**src/rtl/gcd_controller.sv**
```systemverilog
// rtl/gcd_controller.sv - control FSM for the 16-bit subtractive GCD datapath (optional iter_count port: GCD_ITER_COUNT_EN)
module gcd_controller #(
   parameter int MAX_ITER = 65535,
   parameter int ITER_W   = 16
) (
   input  logic clk,
   input  logic rst,
   input  logic start,
   input  logic lt,
   input  logic gt,
   input  logic eq,
   output logic ldA,
   output logic ldB,
   output logic sel1,
   output logic sel2,
   output logic sel_in,
   output logic busy,
   output logic done,
   output logic err
`ifdef GCD_ITER_COUNT_EN
   ,
   output logic [ITER_W-1:0] iter_count
`endif
);

   typedef enum logic [2:0] {
      S_IDLE   = 3'd0,
      S_LOAD_A = 3'd1,
      S_LOAD_B = 3'd2,
      S_CMP    = 3'd3,
      S_SUB_A  = 3'd4,
      S_SUB_B  = 3'd5,
      S_DONE   = 3'd6,
      S_ERR    = 3'd7
   } state_t;

   localparam logic [ITER_W-1:0] ITER_MAX = ITER_W'(MAX_ITER);

   state_t            state;
   state_t            state_nxt;
   logic [ITER_W-1:0] iter_cnt;
   logic              at_max;
   logic              in_sub;

   assign at_max = (iter_cnt == ITER_MAX);
   assign in_sub = (state == S_SUB_A) || (state == S_SUB_B);

   // State register; reset abandons any in-flight computation.
   always_ff @(posedge clk) begin
      if (rst) begin
         state <= S_IDLE;
      end else begin
         state <= state_nxt;
      end
   end

   // Iteration counter: cleared when operand B loads, counts subtractions, saturates at the limit.
   always_ff @(posedge clk) begin
      if (rst) begin
         iter_cnt <= '0;
      end else if (state == S_LOAD_B) begin
         iter_cnt <= '0;
      end else if (in_sub && !at_max) begin
         iter_cnt <= iter_cnt + 1'b1;
      end
   end

   // Next-state logic; compare priority is eq, limit, gt, lt, with no flag at all treated as a fault.
   always_comb begin
      state_nxt = S_IDLE;
      case (state)
         S_IDLE:   state_nxt = start ? S_LOAD_A : S_IDLE;
         S_LOAD_A: state_nxt = S_LOAD_B;
         S_LOAD_B: state_nxt = S_CMP;
         S_CMP: begin
            if (eq) begin
               state_nxt = S_DONE;
            end else if (at_max) begin
               state_nxt = S_ERR;
            end else if (gt) begin
               state_nxt = S_SUB_A;
            end else if (lt) begin
               state_nxt = S_SUB_B;
            end else begin
               state_nxt = S_ERR;
            end
         end
         S_SUB_A:  state_nxt = S_CMP;
         S_SUB_B:  state_nxt = S_CMP;
         S_DONE:   state_nxt = start ? S_LOAD_A : S_DONE;
         S_ERR:    state_nxt = start ? S_LOAD_A : S_ERR;
         default:  state_nxt = S_IDLE;
      endcase
   end

   // Moore output decode from the state register only.
   always_comb begin
      ldA    = 1'b0;
      ldB    = 1'b0;
      sel1   = 1'b0;
      sel2   = 1'b0;
      sel_in = 1'b0;
      busy   = 1'b0;
      done   = 1'b0;
      err    = 1'b0;
      case (state)
         S_LOAD_A: begin
            ldA    = 1'b1;
            sel_in = 1'b1;
            busy   = 1'b1;
         end
         S_LOAD_B: begin
            ldB    = 1'b1;
            sel_in = 1'b1;
            busy   = 1'b1;
         end
         S_CMP: begin
            busy = 1'b1;
         end
         S_SUB_A: begin
            ldA  = 1'b1;
            sel2 = 1'b1;
            busy = 1'b1;
         end
         S_SUB_B: begin
            ldB  = 1'b1;
            sel1 = 1'b1;
            busy = 1'b1;
         end
         S_DONE: begin
            done = 1'b1;
         end
         S_ERR: begin
            err = 1'b1;
         end
         default: begin
            busy = 1'b0;
         end
      endcase
   end

`ifdef GCD_ITER_COUNT_EN
   assign iter_count = iter_cnt;
`endif

endmodule

```
**config.mk**
```make
export PLATFORM = sky130hd
export DESIGN_NAME = gcd_controller
export DESIGN_NICKNAME = d
export VERILOG_FILES = /design/src/rtl/gcd_controller.sv
export SDC_FILE = /design/constraint.sdc
export NUM_CORES = 1
export LEC_CHECK = 0
export ABC_AREA = 1
export CAP_MARGIN = 10
export CORE_ASPECT_RATIO = 1.1
export CORE_MARGIN = 5
export CORE_UTILIZATION = 40
export CTS_BUF_LIST = sky130_fd_sc_hd__clkbuf_4
export DETAILED_ROUTE_END_ITERATION = 8
export PLACE_DENSITY = 0.67
export SETUP_SLACK_MARGIN = 0.4
export SLEW_MARGIN = 5
export SYNTH_ARGS = -nofsm -noshare
export SYNTH_HDL_FRONTEND = slang
export SYNTH_SLANG_ARGS = --single-unit
export TNS_END_PERCENT = 20
```
**constraint.sdc**
```tcl
create_clock -name clk -period 4 [get_ports clk]
set_input_delay 0.8 -clock clk [delete_from_list [all_inputs] [get_ports clk]]
set_output_delay 0.8 -clock clk [all_outputs]
set_load 0.005 [all_outputs]
```
## Word level (Yosys, flattened, before mapping)

Cells that the tools add are included.

- Divide/modulo/power cells: 0
- $lt $le $gt $ge: 0
- Add/subtract/negate cells: 1
- Eq/ne operators: 8
- Multiplexer cells: 16
- $mul: 0
- Reduce and logical (&&, ||, !) cells: 10
- Bitwise logic cells: 0
- Shifts and indexed selects: 0

Operators by type and width:

| cell | count |
|---|---|
| case mux 3 bit (6 select lines) | 1 |
| adder 16 x 1 -> 16 bit, second input constant | 1 |
| == test 16 bit, second input constant | 1 |
| == test 3 bit, second input constant | 4 |
| two-way mux 1 bit | 9 |
| two-way mux 2 bit | 4 |
| OR reduction 2 bit | 4 |
| == test 3 x 2 -> 1 bit, second input constant | 2 |
| two-way mux 3 bit | 2 |
| OR reduction 5 bit | 1 |
| == test 3 x 1 -> 1 bit, second input constant | 1 |
| zero test 3 bit | 1 |
| OR reduction 3 bit | 1 |
| logical AND 1 bit | 1 |
| zero test 1 bit | 1 |
| logical OR 1 bit | 1 |

- Memories kept: 0
- Flip-flop bits (word level): 19
- RAM bits: 0
- Logic and storage cells: 37
- Output and inout bits: 8
- Bits in read-only memories: 0
- Latch bits: 0

## Logic depth before layout (Yosys ltp)

- Depth in word-level cells: 5
- Depth in mapped cells: 10
- Gate-level depth less buffers: 10

## Least setup slack after synthesis

Ideal clock, no wire load.

- Path type: reg2out
- Start point: register state[1]
- End point: output port busy
- Cell stages (with the launch flop): 5
- Path slack: 2.400 ns
- Required time: 3.200 ns
- Data arrival time: 0.800 ns
- Buffers on the path: 0
- Cell sequence: dfxtp_1 -> inv_1 -> ha_1 -> inv_1 -> nand2_1

- Longest elaborated chain between the ends: 3
- Elaborated cells between the ends (all ways): 7

Ends and longest elaborated chain:

| element | RTL line | source |
|---|---|---|
| from (decl) | 39 | `state_t state;` |
| from (signal assigned) | 53 | `state <= state_nxt;` |
| == test 3 bit (tied with other cells) | 106 | `case (state)` |
| OR reduction 5 bit (no source line) * | -- |  |
| two-way mux 1 bit * | 106 |  |
| to (decl) | 17 | `output logic busy,` |

Every way passes the cells marked *; elsewhere a longest branch is shown, timed or not.

## Worst setup path after layout

- Start point: register state[0]
- End point: output port ldB

- Longest elaborated chain between the ends: 3
- Elaborated cells between the ends (all ways): 4

Ends and longest elaborated chain:

| element | RTL line | source |
|---|---|---|
| == test 3 bit / == test 3 x 2 -> 1 bit (equally long branches) | 106 |  |
| OR reduction 2 bit (no source line) * | -- |  |
| two-way mux 1 bit * | 106 |  |
| to (decl) | 13 | `output logic ldB,` |

Marked as above.

==> results.toml <==
[logic_synthesis]
synth_edf_count = 0
synth_async_sr_flop_share = 0
yosysTopAreaCell = "dfxtp_1"
synth_fp_nets = 194
yosys.area_share.simple = 0.4217
synth_top_family_by_area = "simple AND/OR/NAND/NOR gates"
synth-compound-area-share = 0.09585
ys_warn_count = 0
synth_most_common_cell = "nand2_1"
yosysUniqueCellTypes = 20
synthXorXnorAreaFrac = 0.05218
ys_seq_area_frac = 0.3237
postSynthAreaPerCell_um2 = 6.351
synth_commonest_cells = "nand2_1, nor2_1, dfxtp_1"
synth_mux_area_frac = 0
synth-main-ff-cell = "dfxtp_1"
netlist_instances = 185
ys_top_cells_by_area = "dfxtp_1, nand2_1, nor2_1"
syn_area_um2 = 1175
synthAdderAreaFrac = 0.03195
synthDominantCellAreaShare = 0.3237
synth_seq_cells = 19

[global_routing]
grt-ovfl-total = 0
grt_usage = 0.1456
grt_pass1_wl_mm = 4.554
grt_max_degree = 19
antenna_found_initial = 0
grt_pass1_vias = 1063

[setup_path]
r2r_start = "iter_cnt[0]$_SDFFE_PP0P_"
cp_max_fo = 7
cp-startpoint = "state[0]$_SDFF_PP0_"
crit_chain = "inv_1 -> nand3_1 -> o21ai_0 -> clkdlybuf4s50_1"
crit_path_end_kind = "primary output"
path_class = "reg -> out"
critical_path.max_stage_delay_ns = 0.54
worstReg2RegEnd = "iter_cnt[7]$_SDFFE_PP0P_"
start_kind = "register"
rrSetupSlack_ns = 2.38
cpMaxStageDelayCell = "clkdlybuf4s50_1"
critPathArrivalTime_ns = 1.66
worst_r2r_path_depth = 9
endpoint = "ldB"
required_ns = 3.20

[sta]
slew_viol_final = 0
setup_viol = 0
setup_tns_ns = 0
max_slew.worst_pin.slew_ns = 0.2810
fin_crit_ns = 2.457
fin_crit_sh = 0.6142
relSlewSlack = 0.8127
fin_worst_skew_ns = 0.01879
max_freq_mhz = 407.1
rsz0062_at_grt = "no"
finalHoldViolations = 0

[cells_and_area]
layout-drive-gt1-share = 0.07463
regArea_um2 = 380.4
diodes = 0
nets = 211
multi_input_area_um2 = 706.9
fillers = 296
syn2layout_area_growth_pct = 15.97
fin_cells = 234

[hold_path]
holdCritPathClass = "reg -> reg"
min_from = "iter_cnt[0]$_SDFFE_PP0P_"

[placed_design]
port_buffers = 13
gp_congestion = 0.9019
dp_cells = 230
dp_hpwl_mm = 1.993

[clocking]
numCtsBuffers = 3
cts.sinks = 19
clkLatencyLatePin_ns = 0.31
cts_tree = "done"
cts-resized-gates = 0
clkTransAtPathRegs_ns = 0.10
clock_path_buffers = 2
ctsHoldBuffers = 0
root_buffer = "clkbuf_4"
h-tree-depth = 1
post_cts_buffers = 0

[drt]
drtIter0Drc = 81
route.detailed.drc = 0
viasPerCell = 4.910
num_vias = 1149
met1_length_mm = 1.250
wl_met3_um = 132
wl_per_cell_um = 10.92
drtAntennaViolNets = 0
dr.pass1.iters = 4
top_layer_used = "met4"
wirelength_mm = 2.555
met2_length_mm = 1.139

[die]
die_x_um = 61.68
initial_core_util = 0.4192
placementRows = 20
coreArea_um2 = 2803
die_y_um = 66.84
boundaryPins = 14
dieArea_um2 = 4122

[pwr]
leakage_nw = 0.4952
vdd_ir_drop_max_v = 0.0001369
power_density_nw_per_um2 = 231.2

[job]
cap_violations = 0

[outcome]
status = "finished, final reports clean"
==> per-stage QoR <==
stage          power, mW  hold WS, ns  area (µm²)  setup WS (ns)  utilization
6_report          0.3151       0.4912        1363          1.543       0.4862
5_1_grt           0.3313       0.5346        1363          1.439       0.4862
4_1_cts           0.3193       0.4931        1363          1.535       0.4862
3_5_place_dp      0.2179       0.4713        1335          1.873       0.4763
3_3_place_gp      0.2176       0.4631        1335          1.924       0.4763
2_1_floorplan     0.2050       0.4475        1175          2.400            -
==> registers in the layout, summed over array words and instances (netlist names) <==
signal / flops
iter_cnt: 16
state: 3
==> cell usage in the layout, fill, tap and decap left out <==
cell type / Yosys / routed
a21oi_1: 12 / 12
clkbuf_4: 0 / 3
clkdlybuf4s50_1: 0 / 13
clkinv_2: 0 / 1
clkinv_4: 1 / 1
dfxtp_1: 19 / 19
ha_1: 3 / 3
inv_1: 18 / 18
nand2_1: 57 / 57
nand2_2: 4 / 4
nand3_1: 11 / 11
nand4_1: 1 / 1
nor2_1: 33 / 33
nor2_2: 2 / 2
nor2_4: 2 / 2
nor2_8: 1 / 1
nor3_1: 2 / 2
o21ai_0: 9 / 9
o21bai_1: 1 / 1
or2_2: 1 / 1
xnor2_1: 3 / 3
xor2_1: 4 / 4
==> worst min path at each step <==
stage | slack (ns) | end | cells after the start
floorplan | 0.45 | iter_cnt[0]$_SDFFE_PP0P_ | 1
global placement | 0.46 | iter_cnt[0]$_SDFFE_PP0P_ | 1
detailed placement | 0.47 | iter_cnt[0]$_SDFFE_PP0P_ | 1
CTS | 0.49 | iter_cnt[0]$_SDFFE_PP0P_ | 1
global route | 0.53 | iter_cnt[15]$_SDFFE_PP0P_ | 2
finish | 0.49 | iter_cnt[0]$_SDFFE_PP0P_ | 1
==> cells by family (layout without fill, tap and decap cells) <==
group	Yosys count	in the layout
buffers and inverters	20	36
flip-flops	19	19
adder cells (fa/ha/maj)	3	3
AO/OA/AOI/OAI	22	22
XOR/XNOR	7	7
AND/OR/NAND/NOR	114	114
==> critical path, delay by kind of cell (launching register included) <==
| kind | cells | cell delay (ns) |
|---|---|---|
| compound gates | 1 | 0.14 |
| buf+inv | 2 | 0.68 |
| flops | 1 | 0.38 |
| simple gates | 1 | 0.16 |
==> power breakdown <==
part / total [mW] / internal (mW) / leakage [nW] / switching, mW
logic: 0.0224 / 0.0115 / 0.324 / 0.0108
registers: 0.191 / 0.190 / 0.153 / 0.00134
clock network: 0.101 / 0.0373 / 0.0177 / 0.0641
total: 0.315 / 0.239 / 0.495 / 0.0763
==> routing by layer <==
| layer | vias up | GRT usage |
|---|---|---|
| met4 | 0 | 0.05836 |
| li1 | 613 | - |
| met3 | 4 | 0.03295 |
| met5 | - | 0 |
| met2 | 24 | 0.2369 |
| met1 | 508 | 0.1813 |
==> cell type report <==
cell class                      count  area share
Clock buffer                        3     0.01653
Clock inverter                      1    0.003673
Inverter                           19     0.05601
Multi-Input combinational cell    146      0.5188
Sequential cell                    19      0.2792
Tap cell                           33     0.03030
Timing Repair Buffer               13     0.09550
No activity file was read; power rests on OpenSTA's default activity.
